File: config.mk
export PLATFORM = sky130hd
export DESIGN_NAME = mips_muldiv_unit
export DESIGN_NICKNAME = d
export VERILOG_FILES = /design/src/rtl/mips_muldiv_unit.sv
export SDC_FILE = /design/constraint.sdc
export NUM_CORES = 1
export LEC_CHECK = 0
export ABC_AREA = 1
export CAP_MARGIN = 20
export CORE_MARGIN = 3
export CORE_UTILIZATION = 45
export CTS_BUF_LIST = sky130_fd_sc_hd__clkbuf_8 sky130_fd_sc_hd__clkbuf_16
export DETAILED_ROUTE_END_ITERATION = 7
export PLACE_DENSITY = 0.66
export SYNTH_ARGS = -nofsm -noshare
export SYNTH_HDL_FRONTEND = slang
export SYNTH_SLANG_ARGS = --single-unit
File: constraint.sdc
create_clock -name clk -period 2.6 [get_ports clk]
set_input_delay 0.26 -clock clk [delete_from_list [all_inputs] [get_ports clk]]
set_output_delay 0.26 -clock clk [all_outputs]
set_load 0.005 [all_outputs]
File: src/rtl/mips_muldiv_unit.sv
// Iterative multiply/divide unit owning HI/LO: 32-step shift-add multiply and
// restoring divide on a shared 64-bit register, plus single-cycle MTHI/MTLO.
module mips_muldiv_unit (
  input  logic        clk,
  input  logic        reset,
  input  logic        start,
  input  logic [2:0]  op,
  input  logic [31:0] a,
  input  logic [31:0] b,
  output logic        busy,
  output logic [31:0] hi,
  output logic [31:0] lo
);

  localparam int unsigned W  = 32;
  localparam int unsigned CW = 5;

  localparam logic [2:0] OP_MTHI = 3'b100;
  localparam logic [2:0] OP_MTLO = 3'b101;

  typedef enum logic [1:0] {IDLE, RUN, FIX} state_t;

  state_t          state_q, state_d;
  logic [CW-1:0]   cnt;
  logic [2*W-1:0]  prod;
  logic [W-1:0]    opnd;
  logic            is_div;
  logic            neg_q;
  logic            neg_r;

  logic            accept_c;
  logic            arith_c;
  logic            eff_sgn_c;
  logic [W-1:0]    a_mag_c;
  logic [W-1:0]    b_mag_c;
  logic [W:0]      mul_sum_c;
  logic [2*W-1:0]  mul_next_c;
  logic [W:0]      rem_sh_c;
  logic            div_ge_c;
  logic [W:0]      rem_nx_c;
  logic [2*W-1:0]  div_next_c;
  logic [2*W-1:0]  mul_fix_c;
  logic [W-1:0]    quo_fix_c;
  logic [W-1:0]    rem_fix_c;

  assign busy = (state_q != IDLE);

  // Operand conditioning; divide-by-zero runs unsigned so HI ends up as the raw dividend
  always_comb begin
    accept_c  = start && (state_q == IDLE);
    arith_c   = accept_c && !op[2];
    eff_sgn_c = !op[0] && !(op[1] && (b == '0));
    a_mag_c   = (eff_sgn_c && a[W-1]) ? W'(-a) : a;
    b_mag_c   = (eff_sgn_c && b[W-1]) ? W'(-b) : b;
  end

  // One iteration step for each operation, plus the final sign correction
  always_comb begin
    mul_sum_c  = {1'b0, prod[2*W-1:W]} + (prod[0] ? {1'b0, opnd} : (W+1)'(0));
    mul_next_c = {mul_sum_c, prod[W-1:1]};
    rem_sh_c   = {prod[2*W-1:W], prod[W-1]};
    div_ge_c   = (rem_sh_c >= {1'b0, opnd});
    rem_nx_c   = div_ge_c ? (rem_sh_c - {1'b0, opnd}) : rem_sh_c;
    div_next_c = {rem_nx_c[W-1:0], prod[W-2:0], div_ge_c};
    mul_fix_c  = neg_q ? (2*W)'(-prod) : prod;
    quo_fix_c  = neg_q ? W'(-prod[W-1:0]) : prod[W-1:0];
    rem_fix_c  = neg_r ? W'(-prod[2*W-1:W]) : prod[2*W-1:W];
  end

  always_ff @(posedge clk) begin
    if (reset) state_q <= IDLE;
    else       state_q <= state_d;
  end

  always_comb begin
    state_d = state_q;
    case (state_q)
      IDLE:    if (arith_c) state_d = RUN;
      RUN:     if (cnt == CW'(W - 1)) state_d = FIX;
      FIX:     state_d = IDLE;
      default: state_d = IDLE;
    endcase
  end

  always_ff @(posedge clk) begin
    if (reset) begin
      cnt    <= '0;
      prod   <= '0;
      opnd   <= '0;
      is_div <= 1'b0;
      neg_q  <= 1'b0;
      neg_r  <= 1'b0;
      hi     <= '0;
      lo     <= '0;
    end else begin
      case (state_q)
        IDLE: begin
          if (arith_c) begin
            cnt    <= '0;
            is_div <= op[1];
            neg_q  <= eff_sgn_c && (a[W-1] ^ b[W-1]);
            neg_r  <= eff_sgn_c && a[W-1];
            if (op[1]) begin
              prod <= {W'(0), a_mag_c};
              opnd <= b_mag_c;
            end else begin
              prod <= {W'(0), b_mag_c};
              opnd <= a_mag_c;
            end
          end else if (accept_c && (op == OP_MTHI)) begin
            hi <= a;
          end else if (accept_c && (op == OP_MTLO)) begin
            lo <= a;
          end
        end
        RUN: begin
          cnt  <= cnt + CW'(1);
          prod <= is_div ? div_next_c : mul_next_c;
        end
        FIX: begin
          if (is_div) begin
            hi <= rem_fix_c;
            lo <= quo_fix_c;
          end else begin
            hi <= mul_fix_c[2*W-1:W];
            lo <= mul_fix_c[W-1:0];
          end
        end
        default: ;
      endcase
    end
  end

endmodule

==> After elaboration in Yosys (flattened, before gate mapping) <==
Cells that the tools add are included.
{ "totals": {"register_bits": 170, "latchBits": 0, "mem_bits_rw": 0, "rom_bits": 0, "word_cells": 78, "memories": 0} }
{ "op_classes": {"addsub": 8, "n_mul": 0, "div": 0, "magnitude_cmp": 1, "eq_ne": 11, "shift": 0, "muxes": 26, "bitwise": 1, "n_reduce_logical": 22} }
{ "ops": {"columns": ["op", "count"], "rows": [
  ["2-to-1 mux 32 bit", 15],
  ["2-to-1 mux 64 bit", 3],
  ["negation 32 bit", 4],
  ["one-hot mux 32 bit (2 select lines)", 2],
  ["one-hot mux 64 bit (2 select lines)", 1],
  ["negation 64 bit", 1],
  ["adder 32 x 32 -> 33 bit", 1],
  [">= comparator 33 x 32 -> 1 bit", 1],
  ["zero test 32 bit", 1],
  ["subtractor 32 bit", 1],
  ["one-hot mux 5 bit (2 select lines)", 1],
  ["logical AND 1 bit", 9],
  ["inequality test 2 bit (second input constant)", 4],
  ["== test 3 bit (second input constant)", 2],
  ["AND reduction 2 bit", 3],
  ["nonzero test 2 bit", 3],
  ["adder 5 x 1 -> 5 bit (second input constant)", 1],
  ["== test 5 bit (second input constant)", 1],
  ["2-to-1 mux 5 bit", 1],
  ["2-to-1 mux 2 bit", 2],
  ["inequality test 2 x 1 -> 1 bit (second input constant)", 2],
  ["one-hot mux 2 bit (2 select lines)", 1],
  ["AND reduction 4 bit", 1],
  ["zero test 1 bit", 3],
  ["5 further kinds", 5]
]} }

==> Logic depth before layout (Yosys ltp) <==
Gate-level depths: netlist (run 1).
{ "logic_depth": {"word_depth": 9, "mapped_depth": 19, "depth_no_buf": 18} }

==> Worst setup path before layout (run 1) <==
No wires, ideal clock.
{ "synth_timing": {"kind": "reg-to-reg", "start": "register prod[0]", "end": "register prod[61]", "arrival_ns": 2.400, "required_ns": 2.530, "path_slack_ns": 0.130, "stages_incl_launch_ff": 19, "synth_period_minus_slack_ns": 2.470, "path_cell_list": "dfxtp_1 > buf_6 > clkbuf_1 > nand2_1 > inv_1 > ha_1 > inv_1 > fa_1 > o21ai_1 > nand2_1 > nand2_1 > inv_1 > o21ai_1 > nand2_1 > nand2_1 > nand2_1 > nand3_1 > nand3_1 > a21oi_1"} }
{ "synth_via": {"elab_chain_cells": 4} }
{ "synth_rtl": {"columns": ["element", "line_no", "text"], "rows": [
  ["start: declaration", "25", "logic [2*W-1:0] prod;"],
  ["start signal: assignment", "104", "prod <= {W'(0), a_mag_c};"],
  ["start signal: assignment", "107", "prod <= {W'(0), b_mag_c};"],
  ["start signal: assignment", "118", "prod <= is_div ? div_next_c : mul_next_c;"],
  ["2-to-1 mux 32 bit", "59", "mul_sum_c = {1'b0, prod[2*W-1:W]} + (prod[0] ? {1'b0, opnd} : (W+1)'(0));"],
  ["adder 32 x 32 -> 33 bit", "59", null],
  ["2-to-1 mux 64 bit", "118", null],
  ["one-hot mux 64 bit (2 select lines)", "96", "case (state_q)"]
]} }
Every way passes these cells.
A chain may end at the register's enable or synchronous reset.

==> Final worst setup path (run 1) <==
{ "layout_timing": {"start": "register prod[0]", "end": "register hi[28]"} }
{ "layout_via": {"elab_chain_cells": 4} }
{ "layout_rtl": {"columns": ["element", "line_no", "text"], "rows": [
  ["negation 64 bit", "65", "mul_fix_c = neg_q ? (2*W)'(-prod) : prod;"],
  ["2-to-1 mux 64 bit", "65", null],
  ["2-to-1 mux 32 bit", "121", "if (is_div) begin"],
  ["one-hot mux 32 bit (2 select lines)", "96", null],
  ["end signal: assignment", "122", "hi <= rem_fix_c;"],
  ["end signal: assignment", "125", "hi <= mul_fix_c[2*W-1:W];"],
  ["end: declaration", "11", "output logic [31:0] hi,"]
]} }
Every way passes these cells.

==> reports/qor.yml, run 1 <==
status:
  status: "finished, violations left"
  violations: "negative setup slack"
floorplanning:
  die_x_um: 205
  initial_core_util_pct: 45.8
  io_pins: 135
  coreArea_sq_mm: 0.0389
  die_area_sq_mm: 0.0420
  die_h_um: 205
  row_count: 72
global_routing:
  grt-ovfl-total: 0
  antenna_found_initial: 1
  grt_pass1_vias: 22200
  grt_pass1_wl_um: 134000
  grt_max_degree: 92
  grt_usage_pct: 42.2
logic_synthesis:
  synthesis.area_sq_mm: 0.0178
  ys_types: 52
  synth_top_cell_by_area: "dfxtp_1"
  synth.most_common_cell: "nand2_1"
  ys_ff_latch: 170
  synth_edf_count: 0
  synthCells: 3234
  synth_top_area_share_pct: 19.1
  synthFlopType: "dfxtp_1"
  synthTopCellsByCount: "nand2_1 (824), inv_1 (448), nor2_1 (384)"
  post_synth_main_area_contributors: "dfxtp_1 (19%), nand2_1 (17%), inv_1 (9.4%)"
  ys_seq_area_share_pct: 19.1
  ys_async_sr_fraction_pct: 0
  avgSynthCellArea_sq_um: 5.51
  yosysWarnings: 0
  syn-num-nets: 3376
routing:
  postRouteAntennaNets: 0
  routedWlPerCell_um: 22.5
  drt-pass1-iter-count: 6
  vias_per_cell: 5.89
  wl_um: 91700
  drtIter0Drc: 3329
  drc: 0
  vias: 24000
placement:
  place_area_sq_mm: 0.0215
  port_buffers: 134
  dp_slack_ns: -0.168
  dp.final_hpwl_um: 74000
  gp_congestion: 1.09
  placed_cells: 4031
timing:
  hold_violations: 0
  fmax_ghz: 0.384
  fin_skew_ns: 0.0150
  hold_ws_ns: 0.396
  tightest_slew_ns: 0.869
  relSlewSlack_pct: 42.1
  timing.final.ws_setup_ns: -0.00220
  fin_crit_ns: 2.60
  setup_viol: 1
  rsz0062_at_grt: "true"
  slew_violations: 0
  finalSetupTns_ns: -0.00220
  finalCritPeriodShare_pct: 100
cells_and_area:
  final_util_pct: 58.2
  fillers: 4020
  area_growth_pct: 27.1
  final_cell_count_no_fill: 4074
  drive_gt1_share_pct: 14.1
  finalInstanceArea_sq_mm: 0.0226
  finalNetCount: 3684
clock_network:
  hold_buffers: 0
  cts.path.max_buffers: 2
  numCtsBuffers: 17
  clkTransAtPathRegs_ns: 0.08
  h-tree-depth: 4
  ctsRootBufferMaster: "clkbuf_16"
  clock_latency_ns: 0.47
  clock_sinks: 170
  cts_tree: "yes"
pwr:
  peakVddDrop_v: 0.000408
  p_per_area_mw_per_mm2: 447
  finalPower_mw: 10.1
  p_leak_nw: 11.0
run:
  drv_cap: 0
min_path:
  hold_class: "input port to flop"
worst_setup_path:
  endpoint_kind: "flop"
  critPathKind: "flop to flop"
  critPathArrivalTime_ns: 2.99
  crit_required_ns: 2.99
  path_max_fanout: 6
  crit_path_start_kind: "flop"
==> report_power, final <==
part / internal (mW) / switching, mW
Sequential: 2.77 / 0.206
Clock: 1.34 / 1.26
Combinational: 1.60 / 2.95
==> cell type report <==
type	instances	area, sq um	area share (%)
multi-input cells	2476	12600	55.8
repair buffers	414	3610	16.0
flip-flops and latches	170	3440	15.2
inverters	463	1740	7.70
well taps	518	648	2.86
clock buffers	17	425	1.88
clock inverters	15	146	0.647
diodes	1	2.50	0.0111
==> sequential cells by signal, indices dropped and copies added (netlist names) <==
name / count
cnt: 5
hi: 32
is_div: 1
lo: 32
neg_q: 1
neg_r: 1
opnd: 32
prod: 64
state_q: 2
==> critical path, cell delays in order (launching register included) <==
cell     delay, ns
dfxtp_4       0.36
buf_6         0.14
buf_8         0.14
inv_4         0.06
ha_4          0.15
inv_4         0.04
nor3_4        0.26
nand2_4       0.12
nor2_8        0.17
buf_4         0.13
nand3_1       0.06
nor2_1        0.11
buf_4         0.15
nand4_1       0.12
nand2_1       0.12
nand2_1       0.05
nand2_1       0.06
nand3_1       0.12
a21oi_1       0.16
==> per-layer routing <==
metal / vias up / part of all wire, % / track usage (%) / wire length, um
met1: 11000 / 38 / 53.1 / 34800
met3: 312 / 11 / 9.93 / 10100
met5: - / 0 / 0 / 0
li1: 11100 / - / - / -
met4: 0 / 8.1 / 27.7 / 7400
met2: 1562 / 43 / 64.4 / 39300
==> path summary, 6_finish.rpt <==
kind | slack, ns | start | cells past startpoint | to
worst min-delay path | 0.40 | reset | 4 | prod[21]$_SDFFE_PP0P_
worst min register to register | 0.50 | cnt[3]$_SDFFE_PP0P_ | 2 | cnt[3]$_SDFFE_PP0P_
worst max-delay path | -0.002 | prod[0]$_SDFFE_PP0P_ | 18 | hi[28]$_SDFFE_PP0P_
worst max register to register | -0.002 | prod[0]$_SDFFE_PP0P_ | 18 | hi[28]$_SDFFE_PP0P_
==> cell usage in the layout, fill, tap and decap left out, drive strengths merged, types with 2 or more instances in the layout <==
cell type	instances
nand2	833
inv	469
nor2	404
nand3	318
o21ai	298
buf	281
a21oi	274
dfxtp	170
clkdlybuf4s50	133
ha	70
nand4	49
xor2	49
nor3	47
o21bai	21
a22oi	20
clkbuf	17
a31oi	15
or2	14
nand3b	13
o211ai	12
xnor2	7
clkinv	7
o22ai	5
o21a	5
nor4	4
and2	4
o311ai	2
a32o	2
a21o	2
fa	2
a21boi	2
==> cell families after synthesis <==
group / Yosys count / share of synthesized area, %
and+or+nand+nor: 1686 / 40.4
AOI/OAI and AO/OA: 662 / 19.9
buffers and inverters: 588 / 12.7
xor gates and xnor gates: 56 / 2.75
DFF: 170 / 19.1
adders and majority gates: 72 / 5.14
==> what timing repair did <==
item / 4_1_cts / 5_1_grt
gates cloned: 0 / 0
setup endpoints to repair: 24 / 58
resized for setup: 12 / 136
setup buffers: 0 / 10
pin swaps: 0 / 12
No activity file was read; power rests on OpenSTA's default activity.
==> inputs of run 2 (changes only) <==
--- a/config.mk
+++ b/config.mk
@@ -12,6 +12,7 @@
 export CTS_BUF_LIST = sky130_fd_sc_hd__clkbuf_8 sky130_fd_sc_hd__clkbuf_16
 export DETAILED_ROUTE_END_ITERATION = 7
 export PLACE_DENSITY = 0.66
+export SKIP_LAST_GASP = 1
 export SYNTH_ARGS = -nofsm -noshare
 export SYNTH_HDL_FRONTEND = slang
 export SYNTH_SLANG_ARGS = --single-unit
==> run 2 against run 1 <==
Effect of this change:
- the run now ends clean
- largest power group unchanged
- largest cell class unchanged
- utilization barely moved
- final cell count is the same
- count of clock-buffer cells in the layout did not move
==> reports/qor.yml, run 2 (synthesis gave the netlist of run 1 again) <==
cells_and_area:
  drive_gt1_share_pct: 14.0  # -0.14 points
  regMostFlops: "prod"
  area_growth_pct: 27.1  # about the same
  final_common_cell: "nand2_1"
  largest_reg_flops: 64  # unchanged
  final_cell_count_no_fill: 4074  # unchanged
  finalNetCount: 3684  # unchanged
  layout_common_cells: "nand2_1 (816), inv_1 (448), nor2_1 (350), nand3_1 (309), buf_4 (264)"
timing:
  rsz0062_at_grt: "true"
  timing.final.ws_setup_ns: 0.0267  # +0.0289 ns
  tightest_slew_ns: 0.860  # -0.00938 ns
  slew_violations: 0  # unchanged
  setup_viol: 0  # -1
  fin_crit_ns: 2.57  # -0.0289 ns
  hold_ws_ns: 0.398  # +0.00297 ns
  finalCritPeriodShare_pct: 99.0  # -1.1 points
  fin_skew_ns: 0.0137  # -0.00134 ns
  fmax_ghz: 0.389  # +1.1%
  hold_violations: 0  # unchanged
  relSlewSlack_pct: 42.7  # +0.63 points
global_routing:
  grt-ovfl-total: 0  # unchanged
  antenna_found_initial: 1  # unchanged
  grt_pass1_wl_um: 134000  # unchanged
  grt_max_degree: 92  # unchanged
  grt_usage_pct: 42.2  # unchanged
  grt_pass1_vias: 22200  # unchanged
routing:
  drc: 0  # unchanged
  drt-pass1-iter-count: 6  # unchanged
  wl_um: 91500  # -0.25%
  postRouteAntennaNets: 0  # unchanged
  vias_per_cell: 5.89  # about the same
  routedWlPerCell_um: 22.4  # -0.25%
  vias: 24000  # +0.071%
  drtIter0Drc: 3253  # -2.3%
clock_network:
  numCtsBuffers: 17  # unchanged
  cts_tree: "yes"
  clkTransAtPathRegs_ns: 0.08  # about the same
  cts.path.max_buffers: 2  # unchanged
  ctsRootBufferMaster: "clkbuf_16"
  clock_sinks: 170  # unchanged
  clock_latency_ns: 0.46  # about the same
  h-tree-depth: 4  # unchanged
worst_setup_path:
  endpoint_kind: "flop"
  critPathLaunch: "prod[0]$_SDFFE_PP0P_"
  cpPeakStageDelay_ns: 0.36  # about the same
  crit_path_start_kind: "flop"
  critPathKind: "flop to flop"
  path_common_cell: "nand2_1"
  crit_required_ns: 2.99  # about the same
  worstReg2RegStart: "prod[0]$_SDFFE_PP0P_"
  slowest_stage: "dfxtp_4"
  critPathBufInv: 6  # unchanged
  path_cells: "buf_6, buf_8, inv_4, ha_4, inv_4, nor3_4, nand2_4, nor2_8, buf_4, nand3_1, nor2_1, buf_4, nand4_1, nand2_1, nand2_1, nand2_1, nand3_1, a21oi_1"
  critPathArrivalTime_ns: 2.96  # -0.03 ns
  cpLargestDelayFamily: "simple AND/OR/NAND/NOR gates"
  path_max_fanout: 6  # unchanged
placement:
  port_buffers: 134  # unchanged
  placed_cells: 4031  # unchanged
  gp_congestion: 1.09  # unchanged
  dp.final_hpwl_um: 74000  # unchanged
  dp_slack_ns: -0.168  # unchanged
floorplanning:
  initial_core_util_pct: 45.8  # unchanged
  io_pins: 135  # unchanged
  row_count: 72  # unchanged
  die_h_um: 205  # unchanged
  die_x_um: 205  # unchanged
  die_area_sq_mm: 0.0420  # unchanged
  coreArea_sq_mm: 0.0389  # unchanged
status:
  status: "completed"
min_path:
  min_from: "reset"
  hold_class: "input port to flop"
pwr:
  peakVddDrop_v: 0.000408  # about the same
  p_leak_nw: 11.0  # about the same
  p_per_area_mw_per_mm2: 447  # about the same
run:
  drv_cap: 0  # unchanged
run 2: changes by cell type in the layout (fill, tap and decap cells not counted), moves of 2 or more:
| cell | delta |
|---|---|
| ha_1 | -2 |
| dfxtp_2 | -2 |
| a21oi_1 | +2 |
| dfxtp_1 | +2 |
| a21oi_2 | -2 |
| ha_4 | +2 |
run 2: routing by layer:
metal	wire length, um	global-route usage, %	vias to the layer above
met5	0	0	-
met4	7450	27.7	0
met3	10400	9.93	319
met2	39200	64.4	1552
met1	34400	53.1	11000
li1	-	-	11100
run 2: worst paths after layout:
kind,slack [ns],cells after the start,end
max,0.03,18,hi[28]$_SDFFE_PP0P_
min,0.40,4,prod[21]$_SDFFE_PP0P_
max reg2reg,0.03,18,hi[28]$_SDFFE_PP0P_
min reg2reg,0.50,2,cnt[3]$_SDFFE_PP0P_
run 2: timing repair:
item,CTS,global route
hold endpoints to repair,0,0
resized for setup,10,135
pin swaps,0,12
hold buffers,0,0
buffers inserted,0,10
setup endpoints to repair,24,58
run 2: cell type report:
class                      instances  area (sq um)
sequential                       170          3440
multi-input combinational       2476         12600
clock inverter                    15           146
tap                              518           648
clock buffer                      17           425
inverter                         463          1740
fill                            4012         16300
antenna                            1          2.50
timing repair buffer             414          3620
run 2: stage by stage:
stage                      TNS, ns  utilization, %  total power, mW  instance area, sq um
after floorplan                  0               -             5.44                 17800
after global placement      -0.342            55.2             7.20                 21500
after detailed placement     -1.09            55.2             7.24                 21500
after CTS                 -0.00181            56.8             9.81                 22100
after global routing        -0.625            58.2             10.6                 22600
final                            0            58.2             10.1                 22700
run 2: report_power, final:
part           switching [mW]  internal [mW]  leakage [nW]  total (mW)
sequential              0.207           2.77          1.40        2.97
clock                    1.26           1.34         0.288        2.60
combinational            2.94           1.61          9.29        4.55
total                    4.40           5.72          11.0        10.1
run 2: tightest hold or removal path, delay by kind of cell:
kind	cells	cell delay, ns
AO/OA/AOI/OAI	2	0.21
buffers and inverters	2	0.33
